===== src/rtl/noc_flit_pkg.sv =====
// Flit format shared by the switch: a two-bit type field above the payload.
package noc_flit_pkg;

   localparam int FLIT_TYPE_W = 2;

   localparam logic [1:0] FLIT_HEAD   = 2'b10;
   localparam logic [1:0] FLIT_BODY   = 2'b00;
   localparam logic [1:0] FLIT_TAIL   = 2'b01;
   localparam logic [1:0] FLIT_SINGLE = 2'b11;

   typedef enum logic {ST_IDLE, ST_LOCKED} alloc_state_t;

   // Full flit width for a given payload width.
   function automatic int flit_width(input int data_width);
      return data_width + FLIT_TYPE_W;
   endfunction

   // Type field occupies the two most significant bits of a flit.
   function automatic int flit_type_hi(input int flit_w);
      return flit_w - 1;
   endfunction

   function automatic int flit_type_lo(input int flit_w);
      return flit_w - FLIT_TYPE_W;
   endfunction

   // A flit ends its packet when it is a TAIL or a SINGLE.
   function automatic logic flit_is_tail(input logic [1:0] ftype);
      return (ftype == FLIT_TAIL) || (ftype == FLIT_SINGLE);
   endfunction

   // A flit opens a packet when it is a HEAD or a SINGLE.
   function automatic logic flit_is_head(input logic [1:0] ftype);
      return (ftype == FLIT_HEAD) || (ftype == FLIT_SINGLE);
   endfunction

   // Neither opens nor closes a packet.
   function automatic logic flit_is_body(input logic [1:0] ftype);
      return ftype == FLIT_BODY;
   endfunction

endpackage


===== src/rtl/credit_counter.sv =====
// Downstream buffer credit tracker: starts full, saturates at DEPTH.
module credit_counter #(
   parameter int DEPTH = 4,
   parameter int CNT_W = $clog2(DEPTH + 1)
) (
   input  logic             clk_i,
   input  logic             rst_i,
   input  logic             inc_i,
   input  logic             dec_i,
   output logic [CNT_W-1:0] cnt_o,
   output logic             avail_o
);

   logic [CNT_W-1:0] cnt_q;

   // Returned credit and consumed credit in the same cycle cancel out.
   always_ff @(posedge clk_i) begin
      if (rst_i) begin
         cnt_q <= CNT_W'(DEPTH);
      end else if (inc_i && !dec_i) begin
         if (cnt_q != CNT_W'(DEPTH)) cnt_q <= cnt_q + 1'b1;
      end else if (dec_i && !inc_i) begin
         cnt_q <= cnt_q - 1'b1;
      end
   end

   assign cnt_o   = cnt_q;
   assign avail_o = (cnt_q != '0);

endmodule


===== src/rtl/output_port_alloc.sv =====
// Output-port allocation: request gating, grant latch, wormhole lock and
// credit-controlled flit mux onto the output link.
module output_port_alloc
   import noc_flit_pkg::*;
#(
   parameter int IN_N         = 5,
   parameter int DATA_WIDTH   = 8,
   parameter int BUFFER_DEPTH = 4,
   parameter int FLIT_W       = flit_width(DATA_WIDTH),
   parameter int SEL_W        = $clog2(IN_N)
) (
   input  logic                   clk_i,
   input  logic                   rst_i,
   input  logic [IN_N-1:0]        in_req_i,
   output logic [IN_N-1:0]        arb_req_o,
   input  logic [SEL_W-1:0]       arb_grant_i,
   input  logic                   arb_grant_vld_i,
   input  logic [IN_N*FLIT_W-1:0] in_flit_i,
   input  logic [IN_N-1:0]        in_vld_i,
   output logic [IN_N-1:0]        in_rdy_o,
   output logic [FLIT_W-1:0]      out_flit_o,
   output logic                   out_vld_o,
   input  logic                   credit_i,
   output logic                   busy_o
);

   localparam int TYPE_HI = flit_type_hi(FLIT_W);
   localparam int TYPE_LO = flit_type_lo(FLIT_W);
   localparam int CNT_W   = $clog2(BUFFER_DEPTH + 1);

   alloc_state_t      state;
   logic [SEL_W-1:0]  sel_q;
   logic [FLIT_W-1:0] cur_flit;
   logic              cur_vld;
   logic              transfer;
   logic              credit_avail;
   logic [CNT_W-1:0]  credit_cnt;

   credit_counter #(
      .DEPTH (BUFFER_DEPTH),
      .CNT_W (CNT_W)
   ) u_credit (
      .clk_i   (clk_i),
      .rst_i   (rst_i),
      .inc_i   (credit_i),
      .dec_i   (transfer),
      .cnt_o   (credit_cnt),
      .avail_o (credit_avail)
   );

   // Select the locked input's flit/valid and raise only its ready.
   always_comb begin
      cur_flit = '0;
      cur_vld  = 1'b0;
      in_rdy_o = '0;
      for (int i = 0; i < IN_N; i++) begin
         if (sel_q == SEL_W'(i)) begin
            cur_flit    = in_flit_i[i*FLIT_W +: FLIT_W];
            cur_vld     = in_vld_i[i];
            in_rdy_o[i] = (state == ST_LOCKED) && credit_avail;
         end
      end
   end

   // Requests reach the arbiter only while idle with room downstream, so the
   // arbiter's priority state moves only on the cycle a grant is taken.
   assign arb_req_o = (state == ST_IDLE && credit_avail) ? in_req_i : '0;
   assign transfer  = (state == ST_LOCKED) && credit_avail && cur_vld;
   assign busy_o    = (state == ST_LOCKED);

   // Lock FSM with registered output flit; grants while locked are ignored.
   always_ff @(posedge clk_i) begin
      if (rst_i) begin
         state      <= ST_IDLE;
         sel_q      <= '0;
         out_vld_o  <= 1'b0;
         out_flit_o <= '0;
      end else begin
         out_vld_o <= transfer;
         if (transfer) out_flit_o <= cur_flit;
         case (state)
            ST_IDLE: begin
               if (arb_grant_vld_i) begin
                  sel_q <= arb_grant_i;
                  state <= ST_LOCKED;
               end
            end
            ST_LOCKED: begin
               if (transfer && flit_is_tail(cur_flit[TYPE_HI:TYPE_LO]))
                  state <= ST_IDLE;
            end
            default: state <= ST_IDLE;
         endcase
      end
   end

endmodule


===== config.mk =====
export PLATFORM = sky130hd
export DESIGN_NAME = output_port_alloc
export DESIGN_NICKNAME = d
export VERILOG_FILES = /design/src/rtl/noc_flit_pkg.sv /design/src/rtl/credit_counter.sv /design/src/rtl/output_port_alloc.sv
export SDC_FILE = /design/constraint.sdc
export NUM_CORES = 1
export LEC_CHECK = 0
export ABC_AREA = 0
export CORE_MARGIN = 2
export CORE_UTILIZATION = 37
export DETAILED_ROUTE_END_ITERATION = 7
export PLACE_DENSITY = 0.87
export REMOVE_ABC_BUFFERS = 1
export SYNTH_ARGS = -nofsm -noshare
export SYNTH_HDL_FRONTEND = slang
export SYNTH_SLANG_ARGS = --single-unit
export TNS_END_PERCENT = 5

===== constraint.sdc =====
create_clock -name clk_i -period 7.7 [get_ports clk_i]
set_clock_uncertainty 0.05 [all_clocks]
set_input_delay 1.54 -clock clk_i [delete_from_list [all_inputs] [get_ports clk_i]]
set_output_delay 1.54 -clock clk_i [all_outputs]
set_load 0.1 [all_outputs]

==> key figures <==
Clock network
  • H-Tree Depth: 1
  • Post_cts resized: 0
  • Deepest clock path buffer count: 2
  • Sink Count: 18
  • Root Buffer Master: clkbuf_4
  • Postcts setup bufs: 0
  • CTS Hold Bufs: 0
  • CTS tree: done
  • Worst skew pair latency: roughly 0.28 ns
  • TritonCTS buffer count: 3
  • Clk slew on worst S/H paths: about 0.10 ns

Placement
  • Place WS: around 2.8 ns
  • RD Place Congestion: just over 0.7
  • Port Buffers: 88
  • Detailed Place HPWL: 2.82 mm

Critical path
  • Critical path fanouts, max: 1
  • Crit path largest cell delay: between 1 and 1.5 ns
  • CP Class: primary input to output pin
  • Slowest cell on the critical path: clkdlybuf4s50_1
  • Crit end category: output pin
  • Crit-path leading delay family: buffers and inverters
  • Arr. time, crit path: between 3 and 4 ns
  • Cell mode on critical path: clkdlybuf4s50_1
  • Required @ worst endpoint: 6.11 ns
  • Worst reg2reg setup slack: approximately 4.5 ns
  • CP Cell Sequence: clkdlybuf4s50_1 -> and2_1 -> clkdlybuf4s50_1
  • Path depth of the worst reg2reg path: 8
  • Worst setup SP type: primary input
  • Crit path buf inv count: 2
  • Worst reg2reg endpoint: u_credit.cnt_o[1]
  • Reg2Reg Launch Point: sel_q[1]

Floorplanning
  • Total Die Area: around 3800 um^2
  • Die height: 61.9 um
  • Initial core utilization: 0.378
  • Row count: 21
  • Ports: 89
  • Die width: 61.9 um
  • Core box area: 3280 um^2

Cells and area
  • Number of antenna diodes: 0
  • Nets: 283
  • Syn-to-layout area delta: 74.3%
  • Filler Cells Inserted: slightly below 300
  • Reg area: between 300 and 400 um^2
  • Area of the multi-input gates: 811 um^2
  • Share of layout cells above drive strength 1: 0.0888
  • Final Util: 0.658

Min path
  • Hold path endpoint: out_flit_o[7]
  • Hold Crit Depth: 2
  • Min-delay src: out_flit_o[7]
  • Worst min path class: register to register

Detailed routing
  • Total detailed-routing wirelength: ~3.5 mm
  • Vias: roughly 1400
  • Drc violations: 0
  • DRT iter0 DRCs: 91
  • Routed Antenna Nets: 0
  • Post-DR wirelength/cell: approximately 14 um
  • Drt first pass iters: 4
  • Routed vias/inst: about 5.2

Yosys
  • Synth area leaders: dfxtp_1, mux4_2, nor2_1, a211oi_1, a22oi_1
  • Flops & latches, synth: 18
  • FFs w/ async S/R, synth: 0
  • Synth top area share: 0.291
  • Dominant cell type by area after synthesis: dfxtp_1
  • Most used DFF post-synth: dfxtp_1
  • Synthesized area: between 1000 and 1500 um^2
  • Synth warn: 0
  • Sequential fraction of the synthesis area: 0.291
  • Post-synthesis cell count: about 130
  • Unique cell type count in the Yosys netlist: 38
  • Post-synth EDFFs: 0
  • Syn Area/Cell: between 9 and 10 um^2

Timing
  • Worst hold slack: approximately 0.46 ns
  • Relative slew margins: 0.336
  • Final worst setup slack: roughly 2.9 ns
  • Final setup fails: 0
  • FMAX: between 200 and 250 MHz
  • Final worst path period share: 0.628
  • Measured slew at the worst slew-check pin: roughly 1 ns
  • RSZ-0062 raised after global routing: no
  • Slew Limit Fails: 0
  • Final min period: 4.84 ns
  • Final setup TNS: 0 ns
  • Final Hold Viols: 0

GRT
  • Total grt overflow: 0
  • First-pass GRT wire length: 5.31 mm
  • Global-route total usage across every layer: 0.182
  • Largest net degree at the start of global routing: 32
  • Vias in the first global route: 1311
  • Antenna violations before repair: 0

Pwr
  • Final Power: between 0.0003 and 0.0004 W
  • Leakage power: 0.785 nW
  • Pwr Density: roughly 160 nW/um^2
  • Max rail drop VDD: 0.106 mV

Flow run
  • Max Cap Viol: 0

Run status
  • Status: finished, final reports clean
## worst reg2reg max path, cell delays in order, from the launching register on
cell and delay, ns:
dfxtp_1 0.88, mux2_4 0.36, and3_4 0.18, o221a_4 0.40, nand2b_1 0.21, fa_1 0.50
nand2_1 0.04, or4_1 0.39, o311ai_0 0.10
## state kept, by name (all words and copies together) (netlist names)
name and cells:
busy_o 1, out_flit_o 10, out_vld_o 1, sel_q 3
u_credit.cnt_o 3
## kinds of logic after synthesis
group,synth area share
AO/OA/AOI/OAI,0.207
flip-flops,0.291
XOR/XNOR,0.00706
multiplexers,0.217
buffers and inverters,0.0555
adder cells (fa/ha/maj),0.0161
AND/OR/NAND/NOR,0.207
## metrics by stage
step | area, um^2 | cells
5_1_grt | 2160 | 260
4_1_cts | 2160 | 260
2_1_floorplan | 1190 | 122
3_3_place_gp | 2120 | 256
3_5_place_dp | 2120 | 256
6_report | 2160 | 260
## final cells by class
cell class                 count  area share
clock buffer                   4      0.0168
inverter                       4     0.00695
tap                           46      0.0266
timing repair buffer          88       0.408
sequential                    18       0.167
multi-input combinational    100       0.375
## synthesized netlist by cell type, drive strengths merged, types with 2 or more instances
cell type  count
and3           3
nor2b          2
a21oi          4
nor3           2
nor2          24
mux2i          4
mux4           9
dfxtp         18
nand2b         2
inv            4
buf            7
and2           6
mux2           2
a211oi        10
nor4b          2
a22oi          9
nand2          7
clkbuf         3
## placed cells by master, fill, tap and decap left out, drive strengths merged, types with 2 or more instances in the layout
master and count:
a211oi 10, a21oi 4, a22oi 9, and2 6, and3 3, clkbuf 4
clkdlybuf4s50 88, dfxtp 18, inv 4, mux2 2, mux2i 4, mux4 9
nand2 7, nand2b 2, nor2 24, nor2b 2, nor3 2, nor4b 2
## how the worst max path moves through the flow
stage               cells after the start        start      endpoint  slack (ns)
finish                                  3  in_req_i[3]  arb_req_o[3]        2.86
global route                            3  in_req_i[3]  arb_req_o[3]        2.81
CTS                                     3  in_req_i[3]  arb_req_o[3]        2.84
detailed placement                      3  in_req_i[3]  arb_req_o[3]        2.85
global placement                        3  in_req_i[0]  arb_req_o[0]        2.88
floorplan                               4       busy_o   in_rdy_o[1]        3.46
## routing by layer
layer	global-route usage	vias to the layer above	wire (um)
li1	-	660	-
met1	0.209	631	1300
met5	0	-	0
met3	0.0518	2	322
met2	0.335	67	1900
met4	0.0395	0	7
## power by group
group | leakage [nW] | total, W | switching, W | internal [W]
clock | 0.0210 | 0.0000578 | 0.0000290 | 0.0000287
sequential | 0.148 | 0.000113 | 0.0000112 | 0.000102
combinational | 0.616 | 0.000180 | 0.000107 | 0.0000732
total | 0.785 | 0.000351 | 0.000147 | 0.000204
(Power assumes the default switching activity.)
